[src/rtl/i2c_master_arbiter.sv]
// Round-robin arbiter and transaction sequencer in front of a
// single-byte I2C master core, with retry, backoff and watchdog abort.
module i2c_master_arbiter #(
   parameter int NREQ      = 4,
   parameter int MAX_RETRY = 2,
   parameter int BACKOFF   = 8,
   parameter int TIMEOUT   = 1024
) (
   input  logic              clk,
   input  logic              rst,
   input  logic [NREQ-1:0]   req,
   input  logic [7*NREQ-1:0] req_addr,
   input  logic [NREQ-1:0]   req_rw,
   input  logic [8*NREQ-1:0] req_wdata,
   output logic [NREQ-1:0]   gnt,
   output logic [NREQ-1:0]   done,
   output logic              err,
   output logic [7:0]        rdata,
   output logic              m_start,
   output logic [6:0]        m_addr,
   output logic              m_rw,
   output logic [7:0]        m_wdata,
   output logic              m_abort,
   input  logic              m_done,
   input  logic              m_error,
   input  logic [7:0]        m_rdata
);

   localparam int PW = $clog2(NREQ);
   localparam int TW = $clog2(TIMEOUT);
   localparam int BW = (BACKOFF > 1) ? $clog2(BACKOFF) : 1;
   localparam int RW = (MAX_RETRY > 0) ? $clog2(MAX_RETRY + 1) : 1;

   typedef enum logic [2:0] {
      S_IDLE,
      S_ISSUE,
      S_WAIT,
      S_BACKOFF,
      S_COMPLETE
   } state_t;

   state_t         state;
   logic [PW-1:0]  ptr;
   logic [PW-1:0]  cur;
   logic [TW-1:0]  timer;
   logic [BW-1:0]  bcnt;
   logic [RW-1:0]  retry;

   logic [PW-1:0]  pick;
   logic           any;

   // Rotating priority search starting just after the last winner
   always_comb begin
      int j;
      pick = '0;
      any  = 1'b0;
      j    = 0;
      for (int k = 1; k <= NREQ; k++) begin
         j = int'(ptr) + k;
         if (j >= NREQ) j = j - NREQ;
         if (!any && req[j]) begin
            any  = 1'b1;
            pick = PW'(j);
         end
      end
   end

   // Transaction sequencer: grant, issue, wait, retry and completion
   always_ff @(posedge clk or negedge rst) begin
      if (!rst) begin
         state   <= S_IDLE;
         ptr     <= PW'(NREQ - 1);
         cur     <= '0;
         timer   <= '0;
         bcnt    <= '0;
         retry   <= '0;
         gnt     <= '0;
         done    <= '0;
         err     <= 1'b0;
         rdata   <= '0;
         m_start <= 1'b0;
         m_addr  <= '0;
         m_rw    <= 1'b0;
         m_wdata <= '0;
         m_abort <= 1'b0;
      end else begin
         case (state)
            S_IDLE: begin
               if (any) begin
                  gnt     <= {{(NREQ-1){1'b0}}, 1'b1} << pick;
                  cur     <= pick;
                  m_addr  <= req_addr[7*pick +: 7];
                  m_rw    <= req_rw[pick];
                  m_wdata <= req_wdata[8*pick +: 8];
                  m_start <= 1'b1;
                  retry   <= '0;
                  state   <= S_ISSUE;
               end
            end
            S_ISSUE: begin
               m_start <= 1'b0;
               timer   <= '0;
               state   <= S_WAIT;
            end
            S_WAIT: begin
               timer <= timer + 1'b1;
               if (m_done) begin
                  if (!m_error) begin
                     rdata <= m_rw ? m_rdata : 8'h00;
                     err   <= 1'b0;
                     done  <= gnt;
                     state <= S_COMPLETE;
                  end else if (retry < RW'(MAX_RETRY)) begin
                     retry <= retry + 1'b1;
                     bcnt  <= '0;
                     state <= S_BACKOFF;
                  end else begin
                     err   <= 1'b1;
                     rdata <= 8'h00;
                     done  <= gnt;
                     state <= S_COMPLETE;
                  end
               end else if (timer == TW'(TIMEOUT - 1)) begin
                  m_abort <= 1'b1;
                  err     <= 1'b1;
                  rdata   <= 8'h00;
                  done    <= gnt;
                  state   <= S_COMPLETE;
               end
            end
            S_BACKOFF: begin
               if (bcnt == BW'(BACKOFF - 1)) begin
                  m_start <= 1'b1;
                  state   <= S_ISSUE;
               end else begin
                  bcnt <= bcnt + 1'b1;
               end
            end
            S_COMPLETE: begin
               ptr     <= cur;
               gnt     <= '0;
               done    <= '0;
               err     <= 1'b0;
               rdata   <= 8'h00;
               m_abort <= 1'b0;
               state   <= S_IDLE;
            end
            default: state <= S_IDLE;
         endcase
      end
   end

endmodule

[config.mk]
export PLATFORM = sky130hd
export DESIGN_NAME = i2c_master_arbiter
export DESIGN_NICKNAME = d
export VERILOG_FILES = /design/src/rtl/i2c_master_arbiter.sv
export SDC_FILE = /design/constraint.sdc
export NUM_CORES = 1
export LEC_CHECK = 0
export ABC_AREA = 1
export CAP_MARGIN = 30
export CORE_MARGIN = 10
export CORE_UTILIZATION = 43
export DETAILED_ROUTE_END_ITERATION = 8
export GPL_TIMING_DRIVEN = 0
export MAX_ROUTING_LAYER = met4
export PLACE_DENSITY = 0.8
export SLEW_MARGIN = 20
export SYNTH_ARGS = -nofsm -noshare
export SYNTH_HDL_FRONTEND = slang
export SYNTH_SLANG_ARGS = --single-unit
[constraint.sdc]
create_clock -name clk -period 4.2 [get_ports clk]
set_input_delay 0.63 -clock clk [delete_from_list [all_inputs] [get_ports clk]]
set_output_delay 0.63 -clock clk [all_outputs]
set_load 0.05 [all_outputs]
==> metrics, run 1 <==
outcome=completed; worst stage delay on the critical path=0.50 ns; hold buffers post-CTS=0; CTS sink cnt=57; Total Neg Setup Slack=0 ns; Largest delay share family, worst path=simple AND/OR/NAND/NOR gates; drt pass-1 iters=4; largest net degree at the start of global routing=58; # diodes=0; dominant cell by count in the synthesized netlist=nand2_1; R2R cell count=15; Crit path top cell by count=nand2_1; Initial Util=0.439; Yosys top cell area share=0.407; Slowest cell on crit path=clkdlybuf4s50_1; initial antenna violation count=0; CTS tree=built; placed wire-length estimate=8180 um; Rel. slew slack=0.529; Synth area leaders=dfrtp_1 (41%), nand2_1 (27%), nand3_1 (7.7%); Post-CTS Resized=0; skew final=0.0113 ns; H-tree depth=3; YS warnings=0; Congestion Overflow GR=0; Vias=3,519; WL final=10,200 um; Final ANT Viol Nets=0; Post-CTS Setup Inserts=0; Max Cap Violations=0; Setup crit end kind=flop; Hold Vio Cnt, Final=0; Die ar.=0.0118 sq mm; reg-to-reg endpoint=m_wdata[3]$_DFFE_PN0P_; Post-synth EDFFs=0; count of pins over their slew limit=0; Post-synth top cells=nand2_1 (245), dfrtp_1 (55), nand3_1 (52); clock buffer depth=2; clk slew on worst S/H paths=0.07 ns; synthesized area per cell=6.82 sq um; FP Rows=32; Hold Crit Class=primary input to asynchronous set/reset pin; vias in the first global route=3,663; syn nets=578; overall power=4.41 mW; Tot GR Track Use=0.184; Post-Layout Cell Count=728; Tcrit/Tclk final=0.538; final setup vio count=0; DRC Markers=0; fill count=715; P per Cell Area=906 mW/mm^2; Cell Chain, Critical Path=clkdlybuf4s50_1 -> nand2_1 -> nand2_1 -> nand2_1 -> nand2_1 -> inv_2 -> nand3_4 -> clkbuf_1 -> nand3_1 -> nand2_1 -> nand2_1 -> nand2_1 -> nand2_1 -> nand2_1; Worst Path Buf+Inv=3; peak supply drop=477 uV; IO buf count=114; I/O pin cnt=115; Mapped Area=0.00338 sq mm; # placed instances=711; synth unique cells=28; drt initial violations=171; Worst-Margin Slew=0.706 ns; setup slack, reg-to-reg=2.04 ns; fmax=442 MHz; share of layout cells above drive strength 1=0.0847; wire per inst=14.0 um; Die X=109 um; Final nets=704; Core ar.=0.00769 sq mm; first-pass GRT wire length=16,800 um; DIE HEIGHT=109 um; Primary FF master, synth=dfrtp_1; Data required, critical path=4.48 ns; worst r2r src=ptr[0]$_DFFE_PN1N_; Synth Register Bits=57; Final GP Congestion=0.898; RSZ-0062 raised after global routing=no; area leader, netlist=dfrtp_1; total CTS buffers=9; Max Fanout on Critical Path=10; Seq/Total Area, Yosys=0.423; critical path class=primary input to flop; DR vias/cell=4.83; Post-synth ARST share=1.00; P&R area growth vs syn=44.1%; Startpoint Class=primary input; gate count after technology mapping=495; Root Buffer=clkbuf_8; worst skew pair latency=0.34 ns; Tmin final=2.26 ns; Leakage=2.43 nW; crit path DAT=2.54 ns
[power by group]
part | total [mW] | switching (mW) | internal [mW]
logic | 2.94 | 1.95 | 0.993
registers | 0.901 | 0.131 | 0.770
clock network | 0.567 | 0.233 | 0.333
total | 4.41 | 2.31 | 2.10
[metal layers]
layer / up-vias / global-route usage / share of wire
met5: - / - / 0
met4: 0 / 0.0640 / 0.014
met3: 12 / 0.0702 / 0.087
met2: 114 / 0.288 / 0.46
met1: 1562 / 0.212 / 0.44
li1: 1831 / - / -
[cells in the final DEF (no fill, tap or decap), drive strengths merged]
cell,Yosys,routed
nand2,250,250
dfstp,2,2
a31oi,2,2
a2bb2oi,1,1
inv,34,34
buf,15,17
clkdlybuf4s50,0,113
o211ai,1,1
nand4,4,4
nor3b,1,1
a21o,1,1
clkinvlp,0,1
nor4,2,2
nand3,54,54
bufinv,0,2
ha,3,3
o21ai,31,31
clkbuf,5,14
nor3,6,6
a21oi,12,12
nor2,16,16
dfrtp,55,55
clkinv,0,4
[sequential cells by signal, indices dropped and copies added, names as in the netlist, 3 cells and up]
name     cells
m_wdata      8
state        3
gnt          4
rdata        8
done         4
timer       10
m_addr       7
bcnt         3
[stage by stage]
stage	worst slack, ns	hold slack (ns)	utilization	area [sq um]
2_1_floorplan	2.32	0.334	-	3380
3_3_place_gp	0.737	0.453	0.604	4650
3_5_place_dp	1.59	0.467	0.604	4640
4_1_cts	1.95	0.360	0.633	4860
5_1_grt	1.71	0.393	0.633	4870
6_report	1.94	0.340	0.633	4870
[how the worst max path moves through the flow]
stage / start / endpoint / depth (start not counted)
detailed placement: req[0] / m_wdata[3]$_DFFE_PN0P_ / 14
global route: req[0] / m_addr[1]$_DFFE_PN0P_ / 12
finish: req[0] / m_wdata[3]$_DFFE_PN0P_ / 14
floorplan: ptr[0]$_DFFE_PN1N_ / m_addr[2]$_DFFE_PN0P_ / 16
CTS: req[0] / m_wdata[3]$_DFFE_PN0P_ / 14
global placement: rst / m_addr[0]$_DFFE_PN0P_ / 1
[layout make-up]
class | count | area [sq um] | area share
inverter | 34 | 130 | 0.0267
timing repair buffer | 115 | 1140 | 0.235
clock inverter | 7 | 95.1 | 0.0195
buffer | 20 | 130 | 0.0267
tap | 102 | 128 | 0.0262
clock buffer | 9 | 124 | 0.0254
multi-input combinational | 384 | 1690 | 0.347
sequential | 57 | 1430 | 0.293
[cells by family after synthesis]
| group | after synthesis | share of synthesized area |
|---|---|---|
| buf+inv | 54 | 0.0770 |
| compound gates | 48 | 0.0759 |
| fa+ha+maj | 3 | 0.0111 |
| simple gates | 333 | 0.413 |
| flops | 57 | 0.423 |
Power figures use the tool's default switching activity.
==> inputs of run 2 (changes only) <==
--- a/config.mk
+++ b/config.mk
@@ -8,11 +8,11 @@
 export ABC_AREA = 1
 export CAP_MARGIN = 30
 export CORE_MARGIN = 10
-export CORE_UTILIZATION = 43
+export CORE_UTILIZATION = 42
 export DETAILED_ROUTE_END_ITERATION = 8
 export GPL_TIMING_DRIVEN = 0
 export MAX_ROUTING_LAYER = met4
-export PLACE_DENSITY = 0.8
+export PLACE_DENSITY = 0.82
 export SLEW_MARGIN = 20
 export SYNTH_ARGS = -nofsm -noshare
 export SYNTH_HDL_FRONTEND = slang
==> constraint.sdc (replaced) <==
create_clock -name clk -period 2 [get_ports clk]
set_input_delay 0.3 -clock clk [delete_from_list [all_inputs] [get_ports clk]]
set_output_delay 0.3 -clock clk [all_outputs]
set_load 0.05 [all_outputs]
==> run 2 against run 1 <==
Effect of this change:
- the run now ends with setup timing left
- utilization rose by 10 points
- hold slack got worse by 0.33 ns
- worst setup slack got worse by 2.0 ns
- global-route usage rose by 1.6 points
- flip-flop and latch count did not move
- die area rose by 1.9%
- register-to-register slack got worse by 2.1 ns
- via count rose by 13%
- sequential share of layout area fell by 4.4 points
- non-clock buffer count rose by 36
- critical path depth rose by 3
- largest power group unchanged
==> metrics, run 2 (synthesis results as in run 1) <==
outcome=finished, violations left; violated checks=setup timing; WL final=12,400 um (+21%); drt initial violations=222 (+30%); worst skew pair latency=0.33 ns (about the same); Slowest cell on crit path=dfstp_2; placed wire-length estimate=8280 um (+1.3%); fill count=549 (-23%); Initial Util=0.435 (-0.00453); Die ar.=0.0120 sq mm (+1.9%); crit path DAT=2.33 ns (-0.21 ns); Die X=110 um (+0.97%); worst stage delay on the critical path=0.53 ns (+0.03 ns); peak supply drop=1630 uV (+240%); Final nets=741 (+5.3%); RSZ-0062 raised after global routing=yes; P&R area growth vs syn=69.6%; P per Cell Area=2030 mW/mm^2 (+120%); Hold Vio Cnt, Final=0 (unchanged); Cell Chain, Critical Path=buf_6 -> buf_8 -> nand2_4 -> nand2_4 -> nand2_4 -> nand2_4 -> inv_2 -> nand3_4 -> nand3_4 -> buf_6 -> buf_6 -> nand2_2 -> nand2_2 -> nand2_1 -> nand2_1 -> nand2_1 -> nand2_1; Layout Utilization=0.738 (+0.104); clk slew on worst S/H paths=0.07 ns (about the same); routed wl met3=888 um (+0.79%); Metal-1 WL=5110 um (+13%); Worst-Margin Slew=0.770 ns (+0.0636 ns); initial antenna violation count=0 (unchanged); Tcrit/Tclk final=1.05; total CTS buffers=9 (unchanged); Largest regs=timer: 10 flops, m_wdata: 8 flops, rdata: 8 flops; Root Buffer=clkbuf_8; Most flops, register=timer; final instance area=0.00573 sq mm (+18%); Hold Crit Class=primary input to asynchronous set/reset pin; clock buffer depth=2 (unchanged); # diodes=0 (unchanged); CTS sink cnt=57 (unchanged); I/O pin cnt=115 (unchanged); largest net degree at the start of global routing=58 (unchanged); drt pass-1 iters=4 (unchanged); Data required, critical path=2.23 ns (-2.25 ns); critical path class=flop to flop; most common cell after layout, fill and taps aside=nand2_1; Max Cap Violations=0 (unchanged); Final ANT Viol Nets=0 (unchanged); Rel. slew slack=0.485 (-0.0443); area of the multi-input gates=0.00208 sq mm (+23%); Vias=3,959 (+13%); Max Fanout on Critical Path=6 (-4); count of pins over their slew limit=0 (unchanged); first-pass GRT wire length=18,600 um (+11%); Setup crit end kind=flop; Worst Path Buf+Inv=5 (+2); Setup WS post-layout=-0.103 ns (-2.04 ns); wire per inst=16.2 um (+16%); metal2 WL=6090 um (+31%); Cell Area, Placed=0.00464 sq mm (unchanged); DIE HEIGHT=110 um (+0.97%); IO buf count=114 (unchanged); Core ar.=0.00777 sq mm (+1.0%); max reg flops=10 (unchanged); vias in the first global route=4,019 (+9.7%); DR vias/cell=5.18 (+7.1%); Largest delay share family, worst path=simple AND/OR/NAND/NOR gates; FP Rows=32 (unchanged); Tmin final=2.10 ns; Tot GR Track Use=0.200 (+0.0160); top routing layer in use=met4; Leakage=2.83 nW (+16%); share of layout cells above drive strength 1=0.255 (+0.170); CTS tree=built; register area=0.00143 sq mm (unchanged); Congestion Overflow GR=0 (unchanged); final setup vio count=25 (+25); fmax=476 MHz; DRC Markers=0 (unchanged); most frequent cells in the layout=nand2_1 (200), clkdlybuf4s50_1 (113), dfrtp_1 (55), nand3_1 (34), nand2_2 (29); skew final=0.00564 ns (-0.00571 ns); Startpoint Class=flop; H-tree depth=3 (unchanged); Final GP Congestion=0.872 (-2.9%)
==> run 2: cell count changes in the layout (fill, tap and decap cells not counted), sizes merged <==
cell,delta
buf,+36
o211ai,+1
==> run 2: worst paths after layout <==
check / to / cells after the start / start / slack (ns)
max in group asynchronous: m_addr[5]$_DFFE_PN0P_ / 1 / rst / 1.49
min: timer[2]$_DFFE_PN0P_ / 1 / rst / 0.01
min in group clk: timer[3]$_DFFE_PN0P_ / 1 / timer[3]$_DFFE_PN0P_ / 0.48
max: m_wdata[6]$_DFFE_PN0P_ / 17 / ptr[0]$_DFFE_PN1N_ / -0.10
max reg2reg: m_wdata[6]$_DFFE_PN0P_ / 17 / ptr[0]$_DFFE_PN1N_ / -0.10
min reg2reg: timer[3]$_DFFE_PN0P_ / 1 / timer[3]$_DFFE_PN0P_ / 0.48
==> run 2: timing repair <==
action | CTS | global route
resized for setup | 91 | 75
pin swaps | 31 | 18
setup buffers | 20 | 9
hold buffers | 0 | 0
gates cloned | 5 | 3
setup endpoints to repair | 35 | 35
==> run 2: through the flow <==
stage | setup WS, ns | hold slack (ns) | power [mW] | TNS (ns) | std cells
after floorplan | 0.120 | 0.00441 | 6.34 | 0 | 495
after global placement | -1.14 | 0.453 | 8.04 | -68.43 | 711
after detailed placement | -0.301 | 0.410 | 8.15 | -6.41 | 711
after CTS | -0.0388 | 0.0537 | 10.9 | -0.332 | 752
after global routing | -0.201 | 0.0716 | 12.4 | -5.18 | 765
final | -0.103 | 0.0137 | 11.6 | -1.28 | 765
==> run 2: per-layer routing <==
| metal | track usage | vias to the layer above |
|---|---|---|
| met5 | - | - |
| met4 | 0.0809 | 0 |
| met3 | 0.0527 | 25 |
| met2 | 0.333 | 163 |
| met1 | 0.224 | 1857 |
| li1 | - | 1914 |
==> run 2: report_power, final <==
| part | switching (mW) | internal, mW |
|---|---|---|
| registers | 0.279 | 1.62 |
| logic | 5.10 | 3.45 |
| clock network | 0.491 | 0.700 |
==> run 2: cell type report <==
| class | count | area share |
|---|---|---|
| inverter | 34 | 0.0240 |
| clock inverter | 7 | 0.0166 |
| multi-input combinational | 385 | 0.364 |
| timing repair buffer | 151 | 0.260 |
| tap | 102 | 0.0223 |
| clock buffer | 9 | 0.0216 |
| sequential | 57 | 0.249 |
| buffer | 20 | 0.0419 |
